[config.mk]
export PLATFORM = sky130hd
export DESIGN_NAME = imm_decode_stage
export DESIGN_NICKNAME = d
export VERILOG_FILES = /design/src/rtl/immgen_pkg.sv /design/src/rtl/imm_extract.sv /design/src/rtl/imm_decode_stage.sv
export SDC_FILE = /design/constraint.sdc
export NUM_CORES = 1
export LEC_CHECK = 0
export ABC_CLOCK_PERIOD_IN_PS = 5700
export CORE_ASPECT_RATIO = 1.2
export CORE_MARGIN = 2
export CORE_UTILIZATION = 54
export DETAILED_ROUTE_END_ITERATION = 12
export PLACE_DENSITY_LB_ADDON = 0.2
export SKIP_CTS_REPAIR_TIMING = 1
export SYNTH_ARGS = -nofsm -noshare
export SYNTH_HDL_FRONTEND = slang
export SYNTH_SLANG_ARGS = --single-unit
[constraint.sdc]
create_clock -name clk -period 5.7 [get_ports clk]
set_clock_uncertainty 0.2 [all_clocks]
set_input_delay 1.14 -clock clk [delete_from_list [all_inputs] [get_ports clk]]
set_output_delay 1.14 -clock clk [all_outputs]
set_load 0.02 [all_outputs]
[src/rtl/immgen_pkg.sv]
// Shared types and opcode constants for the immediate-generation stage.
// Build option IMMGEN_ZICSR_EN (used in imm_extract) enables the FMT_Z decode.
package immgen_pkg;

   typedef enum logic [2:0] {
      FMT_NONE = 3'd0,
      FMT_I    = 3'd1,
      FMT_S    = 3'd2,
      FMT_B    = 3'd3,
      FMT_U    = 3'd4,
      FMT_J    = 3'd5,
      FMT_Z    = 3'd6
   } imm_fmt_e;

   // Opcode constants are ins[6:2]; ins[1:0] must be 2'b11 for a 32-bit encoding.
   localparam logic [4:0] OPC_LOAD   = 5'b00000;
   localparam logic [4:0] OPC_OPIMM  = 5'b00100;
   localparam logic [4:0] OPC_JALR   = 5'b11001;
   localparam logic [4:0] OPC_STORE  = 5'b01000;
   localparam logic [4:0] OPC_BRANCH = 5'b11000;
   localparam logic [4:0] OPC_LUI    = 5'b01101;
   localparam logic [4:0] OPC_AUIPC  = 5'b00101;
   localparam logic [4:0] OPC_JAL    = 5'b11011;
   localparam logic [4:0] OPC_SYSTEM = 5'b11100;

   // Width-independent part of a held entry; imm and tag are sized by the top.
   typedef struct packed {
      imm_fmt_e fmt;
      logic     illegal;
   } imm_entry_t;

endpackage

[src/rtl/imm_extract.sv]
// Combinational RV32I immediate extraction and sign extension to XLEN.
// With IMMGEN_ZICSR_EN defined, CSR*I instructions yield FMT_Z (zext rs1 field).
module imm_extract
   import immgen_pkg::*;
#(
   parameter int XLEN = 32
) (
   input  logic [31:0]     ins,
   output logic [XLEN-1:0] imm,
   output imm_fmt_e        fmt,
   output logic            illegal
);

   logic [31:0] imm32;

   always_comb begin
      imm32   = '0;
      fmt     = FMT_NONE;
      illegal = 1'b0;
      if (ins[1:0] != 2'b11) begin
         illegal = 1'b1;
      end else begin
         case (ins[6:2])
            OPC_LOAD, OPC_OPIMM, OPC_JALR: begin
               fmt   = FMT_I;
               imm32 = {{20{ins[31]}}, ins[31:20]};
            end
            OPC_STORE: begin
               fmt   = FMT_S;
               imm32 = {{20{ins[31]}}, ins[31:25], ins[11:7]};
            end
            OPC_BRANCH: begin
               fmt   = FMT_B;
               imm32 = {{19{ins[31]}}, ins[31], ins[7], ins[30:25], ins[11:8], 1'b0};
            end
            OPC_LUI, OPC_AUIPC: begin
               fmt   = FMT_U;
               imm32 = {ins[31:12], 12'b0};
            end
            OPC_JAL: begin
               fmt   = FMT_J;
               imm32 = {{11{ins[31]}}, ins[31], ins[19:12], ins[20], ins[30:21], 1'b0};
            end
            OPC_SYSTEM: begin
`ifdef IMMGEN_ZICSR_EN
               if (ins[14]) begin
                  fmt   = FMT_Z;
                  imm32 = {27'b0, ins[19:15]};
               end else begin
                  fmt   = FMT_I;
                  imm32 = {{20{ins[31]}}, ins[31:20]};
               end
`else
               fmt   = FMT_I;
               imm32 = {{20{ins[31]}}, ins[31:20]};
`endif
            end
            default: begin
               illegal = 1'b1;
            end
         endcase
      end
   end

   // Every 32-bit form already carries its sign in bit 31, so one signed widen covers XLEN=64.
   assign imm = XLEN'($signed(imm32));

endmodule

[src/rtl/imm_decode_stage.sv]
// Registered immediate-decode stage: output register plus one-entry skid buffer.
// Optional Zicsr decode is selected with IMMGEN_ZICSR_EN (see imm_extract).
module imm_decode_stage
   import immgen_pkg::*;
#(
   parameter int XLEN  = 32,
   parameter int TAG_W = 32
) (
   input  logic             clk,
   input  logic             rst,
   input  logic             flush,
   input  logic             in_valid,
   output logic             in_ready,
   input  logic [31:0]      in_ins,
   input  logic [TAG_W-1:0] in_tag,
   output logic             out_valid,
   input  logic             out_ready,
   output logic [XLEN-1:0]  out_imm,
   output imm_fmt_e         out_fmt,
   output logic             out_illegal,
   output logic [TAG_W-1:0] out_tag
);

   logic [XLEN-1:0]  dec_imm;
   imm_fmt_e         dec_fmt;
   logic             dec_illegal;
   imm_entry_t       dec_entry;

   logic             or_valid, sk_valid;
   logic [XLEN-1:0]  or_imm, sk_imm;
   imm_entry_t       or_entry, sk_entry;
   logic [TAG_W-1:0] or_tag, sk_tag;

   logic accept, drain;
   logic or_load_sk, or_load_in, sk_load;
   logic or_valid_next, sk_valid_next;

   imm_extract #(.XLEN(XLEN)) u_extract (
      .ins     (in_ins),
      .imm     (dec_imm),
      .fmt     (dec_fmt),
      .illegal (dec_illegal)
   );

   assign dec_entry = '{fmt: dec_fmt, illegal: dec_illegal};

   assign accept = in_valid & in_ready;
   assign drain  = or_valid & out_ready;

   // A held skid entry always moves ahead of the input so acceptance order is preserved.
   always_comb begin
      or_load_sk    = 1'b0;
      or_load_in    = 1'b0;
      sk_load       = 1'b0;
      or_valid_next = or_valid;
      sk_valid_next = sk_valid;
      if (!or_valid || drain) begin
         if (sk_valid) begin
            or_load_sk    = 1'b1;
            or_valid_next = 1'b1;
            sk_load       = accept;
            sk_valid_next = accept;
         end else begin
            or_load_in    = accept;
            or_valid_next = accept;
         end
      end else if (accept) begin
         sk_load       = 1'b1;
         sk_valid_next = 1'b1;
      end
   end

   always_ff @(posedge clk) begin
      if (rst) begin
         or_valid <= 1'b0;
         sk_valid <= 1'b0;
         in_ready <= 1'b1;
         or_imm   <= '0;
         or_entry <= '{fmt: FMT_NONE, illegal: 1'b0};
         or_tag   <= '0;
         sk_imm   <= '0;
         sk_entry <= '{fmt: FMT_NONE, illegal: 1'b0};
         sk_tag   <= '0;
      end else if (flush) begin
         or_valid <= 1'b0;
         sk_valid <= 1'b0;
         in_ready <= 1'b1;
      end else begin
         or_valid <= or_valid_next;
         sk_valid <= sk_valid_next;
         in_ready <= !sk_valid_next;
         if (or_load_sk) begin
            or_imm   <= sk_imm;
            or_entry <= sk_entry;
            or_tag   <= sk_tag;
         end else if (or_load_in) begin
            or_imm   <= dec_imm;
            or_entry <= dec_entry;
            or_tag   <= in_tag;
         end
         if (sk_load) begin
            sk_imm   <= dec_imm;
            sk_entry <= dec_entry;
            sk_tag   <= in_tag;
         end
      end
   end

   assign out_valid   = or_valid;
   assign out_imm     = or_imm;
   assign out_fmt     = or_entry.fmt;
   assign out_illegal = or_entry.illegal;
   assign out_tag     = or_tag;

endmodule

; Word level (Yosys, flattened, before mapping)
; Cells that the tools add are included.
; W data, S select, Z words.
[classes]
reduce_logical = 11
bitwise_logic = 3
mux = 22
n_eq_ne = 9
[ops]
columns = operator, count
row1 = $mux W32, 5
row2 = $pmux W32 S5, 1
row3 = $eq A5 B5 Y1 const B, 4
row4 = $pmux W3 S5, 1
row5 = $mux W1, 12
row6 = $eq A5 B3 Y1 const B, 2
row7 = $eq A5 B4 Y1 const B, 2
row8 = $reduce_or A9 Y1, 1
row9 = $mux W4, 2
row10 = $logic_not A5 Y1, 1
row11 = $reduce_and A2 Y1, 2
row12 = $reduce_or A2 Y1, 2
row13 = $reduce_or A4 Y1, 1
row14 = $mux W3, 1
row15 = $and A1 B1 Y1, 2
row16 = $logic_not A1 Y1, 2
row17 = $ne A2 B2 Y1 const B, 1
row18 = $reduce_bool A2 Y1, 1
row19 = $logic_or A1 B1 Y1, 1
row20 = $not A1 Y1, 1
[totals]
regBits = 139
output_inout_bits = 70
input_bits = 69
elab_cells = 56

; Logic depth before layout (Yosys ltp)
; Gate-level depths: netlist (run 1).
[logic_depth]
depth_word = 6
ltp_mapped = 8
ltp_nobuf = 6

; By module
; Synthesis (run 1) repeated with hierarchy kept, for this count alone.
[hier_totals]
cells_unflattened = 803
hier_area_um2 = 7375.8
[modules_own_cells]
columns = module, n_inst, cells_each, seq_area_each_um2, area_each_um2
row1 = imm_decode_stage, 1, 696, 2782.7, 6759.0
row2 = imm_extract, 1, 107, 0.0, 616.8

; Least setup slack after synthesis (run 1)
; OpenSTA, ideal clock, no wires.
[synth_path]
path_kind = input-to-reg
from = input port in_ins[3]
to = register or_imm[30], in the netlist out_imm[30]
stages = 7
arrival_time_ns = 2.536
path_slack_ns = 2.876
setup_ns = 0.088
required_time_ns = 5.412
path_buffers = 2
cell_sequence = buf_2 -> or4_4 -> o31a_4 -> a21boi_2 -> buf_6 -> a21oi_1 -> o32ai_2
[synth_via]
elab_chain_len = 6
elab_cells_between_ends = 15
classes_between = eq/ne (8) / mux (4) / reduce/logical (3)
[synth_rtl]
columns = item, line_no
row1 = from (decl), imm_decode_stage.sv:14  ; input logic [31:0] in_ins,
row2 = "$eq A5 B3 Y1, or another cell as far along", imm_extract.sv:23  ; case (ins[6:2])
row3 = $reduce_or A4 Y1 (no source line) / $reduce_or A2 Y1 (equally long branches), --
row4 = $pmux W32 S5 (*), imm_extract.sv:23
row5 = $mux W32 (*), imm_extract.sv:20  ; if (ins[1:0] != 2'b11) begin
row6 = $mux W32 (*), imm_decode_stage.sv:96  ; end else if (or_load_in) begin
row7 = $mux W32 (*), imm_decode_stage.sv:92  ; if (or_load_sk) begin
row8 = to (signal assigned), imm_decode_stage.sv:93  ; or_imm <= sk_imm;
row9 = to (signal assigned), imm_decode_stage.sv:97  ; or_imm <= dec_imm;
row10 = to (decl), imm_decode_stage.sv:30  ; logic [XLEN-1:0] or_imm, sk_imm;
; Every way passes the cells marked *; elsewhere a longest branch is shown, timed or not. The select of a mux whose other input is x is not followed.
; A chain may end at the register's enable or synchronous reset.

; Final worst setup path (run 1)
[layout_path]
from = input port in_ins[2]
to = register or_imm[29], in the netlist out_imm[29]
; The elaborated chain is that of the path after synthesis.

==> results of run 1 <==
==> registers in the layout (all words and copies together) (netlist names) <==
signal and cells:
out_imm 32, out_tag 32, sk_imm 32, sk_tag 32, sk_entry 4, out_fmt 3
in_ready 1, out_illegal 1, out_valid 1, sk_valid 1
==> metrics by stage <==
step | hold WS (ns) | cell area (µm²)
3_5_place_dp | 0.245 | 7170
2_1_floorplan | 0.226 | 5850
4_1_cts | 0.255 | 7780
3_3_place_gp | 0.234 | 7170
6_report | 0.256 | 7780
5_1_grt | 0.270 | 7780
==> power groups by stage <==
stage	combinational [W]	sequential, W	clock, W
global route	0.000288	0.00102	0.00116
finish	0.000268	0.00101	0.00110
detailed placement	0.000265	0.00104	0
global placement	0.000260	0.00103	0
CTS	0.000266	0.00101	0.00111
floorplan	0.000108	0.00106	0
==> per-layer routing <==
layer,vias up,track usage (%)
met5,-,0
met4,0,8.73
met3,31,5.40
met2,245,45.9
met1,2809,36.3
li1,2757,-
==> critical path, stage by stage <==
cell and delay (ns):
clkdlybuf4s50_1 0.82, and2_1 0.36, o21ai_1 0.22, and3b_1 0.60
nand2_1 0.55, o32ai_1 0.42
==> final cells by class <==
cell class                      instances  area [µm²]
Tap cell                              129         161
Timing Repair Buffer                  144        1420
Multi-Input combinational cell        500        2790
Fill cell                             777        2740
Clock buffer                           20         467
Clock inverter                         12         139
Sequential cell                       139        2780
Inverter                                4        15.0
==> worst max path at each step <==
| stage | from | end |
|---|---|---|
| 4_1_cts | in_ins[2] | out_imm[29] |
| 2_1_floorplan | in_ins[3] | out_imm[30] |
| 6_report | in_ins[2] | out_imm[29] |
| 3_5_place_dp | in_ins[2] | out_imm[4] |
| 5_1_grt | in_ins[2] | out_imm[1] |
| 3_3_place_gp | in_ins[2] | out_imm[2] |
==> cells in the final DEF, fill, tap and decap left out, types with 3 or more instances in the layout <==
cell type,Yosys,routed
dfxtp_1,139,139
clkdlybuf4s50_1,0,137
nand2_1,109,109
a21oi_1,71,71
nor2_1,68,67
nor3_1,52,51
a221oi_1,40,40
o21ai_0,34,34
clkbuf_16,0,17
and3_1,13,13
nand3_1,11,11
a22o_1,10,10
nor4_1,9,9
o32ai_1,9,9
o31ai_1,8,8
nand2b_1,7,7
buf_4,1,7
a22oi_1,5,5
and2_1,4,4
o21ai_1,4,4
nor2b_1,4,4
a21oi_2,4,4
o32ai_2,4,4
clkinvlp_4,0,4
inv_1,4,3
a31oi_1,3,3
clkinv_4,0,3
clkbuf_8,0,3
==> logic make-up after synthesis <==
| logic type | after synthesis |
|---|---|
| AOI/OAI and AO/OA | 211 |
| xor gates and xnor gates | 1 |
| buffers and inverters | 72 |
| DFF | 139 |
| and+or+nand+nor | 288 |
==> flow_summary_export.csv, run 1 <==
group,metric,value,unit
grt,grt_pass1_vias,5591,
yosys,synth-simple-area-share,22.4,%
routing,ant_nets,0,
yosys,avgSynthCellArea,8.23,µm²
routing,wl_met1,6920,µm
sta,slew_headroom,30.3,%
hold_path,hold_depth,2,
critical_path,reg2reg_to,"out_imm[18]",
cells_and_area,diodes,0,
floorplanning,fp.dieH,118,µm
power_and_ir_drop,leakagePower,2.72,nW
sta,min_period,4.01,ns
sta,worst_slack,1.69,ns
routing,dr.max_layer_used,"met4",
routing,wl_met3,1150,µm
clock_network,clock_tree.buffer_depth,2,
cells_and_area,finalNonFillerCells,948,
routing,drcViolationCount,0,
routing,finalWirelength,16500,µm
yosys,synth.most_common_cell,"dfxtp_1",
sta,grt_setup_unrepaired,"false",
power_and_ir_drop,seqPwrFrac,42.6,%
yosys,synth_top_family_by_area,"compound AO/OA/AOI/OAI gates",
yosys,postSynthCellCount,711,
yosys,synth_edf_count,0,
power_and_ir_drop,p_int,0.00180,W
routing,wl_met2,8180,µm
yosys,synth_area,0.00585,mm²
cells_and_area,syn_to_final_growth,32.9,%
power_and_ir_drop,power_density,306,mW/mm²
grt,grt_max_degree,70,
cells_and_area,drive_gt1_share,7.20,%
cells_and_area,utilization,74.0,%
place,io_buffers,138,
critical_path,arrival,4.12,ns
yosys,synth.ff_latch_count,139,
clock_network,cts_max_level,4,
floorplanning,ios,139,
cells_and_area,fin_nets,875,
place,gp_congestion,0.891,
power_and_ir_drop,switching_share,24.3,%
yosys,synth_xor_area_share,0.150,%
yosys,synth_top_area_share,47.6,%
routing,vias_per_cell,6.16,
grt,grt_pass1_wl,26800,µm
place,dp_cells,916,
clock_network,cts_tree,"yes",
clock_network,insertion_delay,0.41,ns
clock_network,clk_pin_slew,0.06,ns
hold_path,hp-class,"reg2reg",
critical_path,setup.worst_path.end_class,"flip-flop",
yosys,ys.flop_type,"dfxtp_1",
sta,fmax,0.249,GHz
power_and_ir_drop,peakVddDrop,0.215,mV
power_and_ir_drop,power.total,0.00238,W
grt,grt_usage,27.7,%
place,dpl_worst_slack,1.39,ns
sta,period_share,70.4,%
yosys,ys_async_sr_fraction,0,%
power_and_ir_drop,switching_power,0.000579,W
routing,drt-wirelength-per-cell,17.4,µm
hold_path,min_from,"sk_imm[20]",
critical_path,crit_required,5.81,ns
power_and_ir_drop,clock_power_share,46.2,%
routing,detail_route.first_pass.iterations,5,
critical_path,crit_type,"in2reg",
sta,tightest_slew,1.04,ns
power_and_ir_drop,combPwrFrac,11.2,%
floorplanning,die_area,0.0117,mm²
floorplanning,die_w,99.0,µm
yosys,synth_compound_area_share,24.7,%
critical_path,crit_fanout,26,
yosys,yosys-top-cells-area,"dfxtp_1, nand2_1, a21oi_1",
yosys,synth_warnings,0,
critical_path,rrSetupSlack,2.73,ns
sta,finalMaxSlewViolations,0,
clock_network,cts_buffers,17,
sta,hold_viol,0,
critical_path,r2r-start,"sk_valid",
clock_network,cts_sinks,139,
yosys,ys_seq_area_share,47.6,%
routing,drt_iter0_drc,450,
flow_run,drv_cap,0,
sta,setup_violations,0,
critical_path,worst_setup_path_start_kind,"input port",
floorplanning,coreArea,0.0105,mm²
place,dp_hpwl,10300,µm
yosys,synth_fa_ha_area_share,0,%
grt,antenna_found_initial,0,
floorplanning,rows,41,
yosys,synth_cell_types,51,
status,status,"completed",
clock_network,clock_tree.root_cell,"clkbuf_16",
yosys,synth_top_area_cell,"dfxtp_1",
yosys,ys_top_cells_by_count,"dfxtp_1, nand2_1, a21oi_1",
critical_path,rr_worst_depth,5,
grt,grt_overflow,0,
routing,dr_total_vias,5842,
yosys,synthMuxAreaShare,0,%
floorplanning,initial_utilization,55.6,%
sta,tns,0,ns
hold_path,min_to,"sk_imm[20]",
yosys,synth_fp_nets,780,
No activity file was read; power rests on OpenSTA's default activity.
==> inputs of run 2 (changes only) <==
- ABC_CLOCK_PERIOD_IN_PS: 5700 -> 4000
- CORE_UTILIZATION: 54 -> 50
- clock period: 5.7 -> 4 ns (I/O delays scaled with it)
==> flow_summary_export.csv, run 2 (synthesis gave the netlist of run 1 again) <==
group,metric,value,unit
place,io_buffers,138,
critical_path,crit_fanout,18,
power_and_ir_drop,power.total,0.00344,W
clock_network,cts_sinks,139,
sta,slew_headroom,49.8,%
sta,hold_viol,0,
place,gp_congestion,0.828,
power_and_ir_drop,leakagePower,2.78,nW
grt,grt_pass1_wl,27400,µm
routing,ant_nets,0,
clock_network,cts_buffers,17,
routing,drt-wirelength-per-cell,17.5,µm
clock_network,insertion_delay,0.42,ns
cells_and_area,diodes,0,
critical_path,crit_type,"in2reg",
cells_and_area,final_common_cell,"dfxtp_1",
sta,tns,0,ns
cells_and_area,drive_gt1_share,8.20,%
sta,period_share,78.0,%
floorplanning,fp.dieH,123,µm
floorplanning,rows,43,
floorplanning,ios,139,
cells_and_area,multi_input_area,0.00279,mm²
floorplanning,initial_utilization,50.8,%
floorplanning,die_area,0.0126,mm²
grt,grt_pass1_vias,5641,
routing,dr_total_vias,5939,
routing,drt_iter0_drc,408,
cells_and_area,final-seq-area,0.00278,mm²
cells_and_area,fin_nets,885,
place,dpl_worst_slack,0.461,ns
critical_path,worst_setup_path_start_kind,"input port",
clock_network,cts_max_level,4,
routing,detail_route.first_pass.iterations,5,
floorplanning,coreArea,0.0115,mm²
place,dp_hpwl,11200,µm
clock_network,clock_tree.root_cell,"clkbuf_16",
sta,worst_slack,0.880,ns
sta,setup_violations,0,
floorplanning,die_w,103,µm
sta,finalMaxSlewViolations,0,
cells_and_area,final.fill_count,966,
sta,tightest_slew,0.751,ns
clock_network,clk_pin_slew,0.06,ns
clock_network,clock_tree.buffer_depth,2,
hold_path,hp-class,"reg2reg",
grt,grt_max_degree,59,
routing,finalWirelength,17200,µm
flow_run,drv_cap,0,
power_and_ir_drop,power_density,436,mW/mm²
power_and_ir_drop,peakVddDrop,0.278,mV
grt,grt_overflow,0,
cells_and_area,final_area,0.00789,mm²
cells_and_area,layout_common_cells,"dfxtp_1, clkdlybuf4s50_1, nand2_1",
critical_path,arrival,3.25,ns
sta,min_period,3.12,ns
routing,vias_per_cell,6.02,
critical_path,crit_required,4.13,ns
place,place_area,0.00728,mm²
grt,antenna_found_initial,0,
status,status,"completed",
routing,drcViolationCount,0,
sta,grt_setup_unrepaired,"false",
grt,grt_usage,27.4,%
cells_and_area,syn_to_final_growth,34.9,%
sta,fmax,0.320,GHz
critical_path,setup.worst_path.end_class,"flip-flop",
clock_network,cts_tree,"yes",
[run 2: cell count changes in the layout (fill, tap and decap cells not counted), sizes merged]
cell / before / now
clkinv: 4 / 5
buf: 7 / 17
clkinvlp: 4 / 3
bufinv: 2 / 3
clkbuf: 20 / 19
[run 2: power by group]
| group | switching (W) | leakage, nW | internal (W) |
|---|---|---|---|
| Sequential | 0.0000219 | 1.13 | 0.00142 |
| Clock | 0.000604 | 0.290 | 0.00100 |
| Combinational | 0.000211 | 1.36 | 0.000176 |
[run 2: critical path: stages]
cell	delay, ns
clkdlybuf4s50_1	0.72
or4_4	0.64
o31a_4	0.14
a21boi_2	0.52
a21oi_1	0.15
o32ai_2	0.27
[run 2: area by class of cell]
cell class	count	area share, %
clock inverters	13	2.11
flip-flops and latches	139	35.3
well taps	157	2.49
multi-input cells	500	35.4
clock buffers	19	5.61
repair buffers	154	19.0
inverters	4	0.190
[run 2: metrics by stage]
stage	std cells	hold slack [ns]	utilization (%)
floorplan	711	0.226	-
global placement	954	0.234	63.3
detailed placement	954	0.246	63.3
CTS	986	0.254	68.6
global route	986	0.272	68.6
finish	986	0.255	68.6
[run 2: final timing paths]
path                                   from          end  slack [ns]  cells after the start
worst max-delay path              in_ins[2]  out_imm[30]        0.88                      6
worst min-delay path            out_illegal  out_illegal        0.25                      2
worst max register to register     sk_valid    sk_imm[2]        1.67                      5
worst min register to register  out_illegal  out_illegal        0.25                      2
[run 2: layer usage]
layer  vias up  global-route usage, %  part of all wire [%]
li1       2780                      -                     -
met1      2838                   33.7                    40
met2       285                   47.5                    51
met3        36                   4.90                   6.7
met4         0                   10.4                   2.1
met5         -                      0                     0
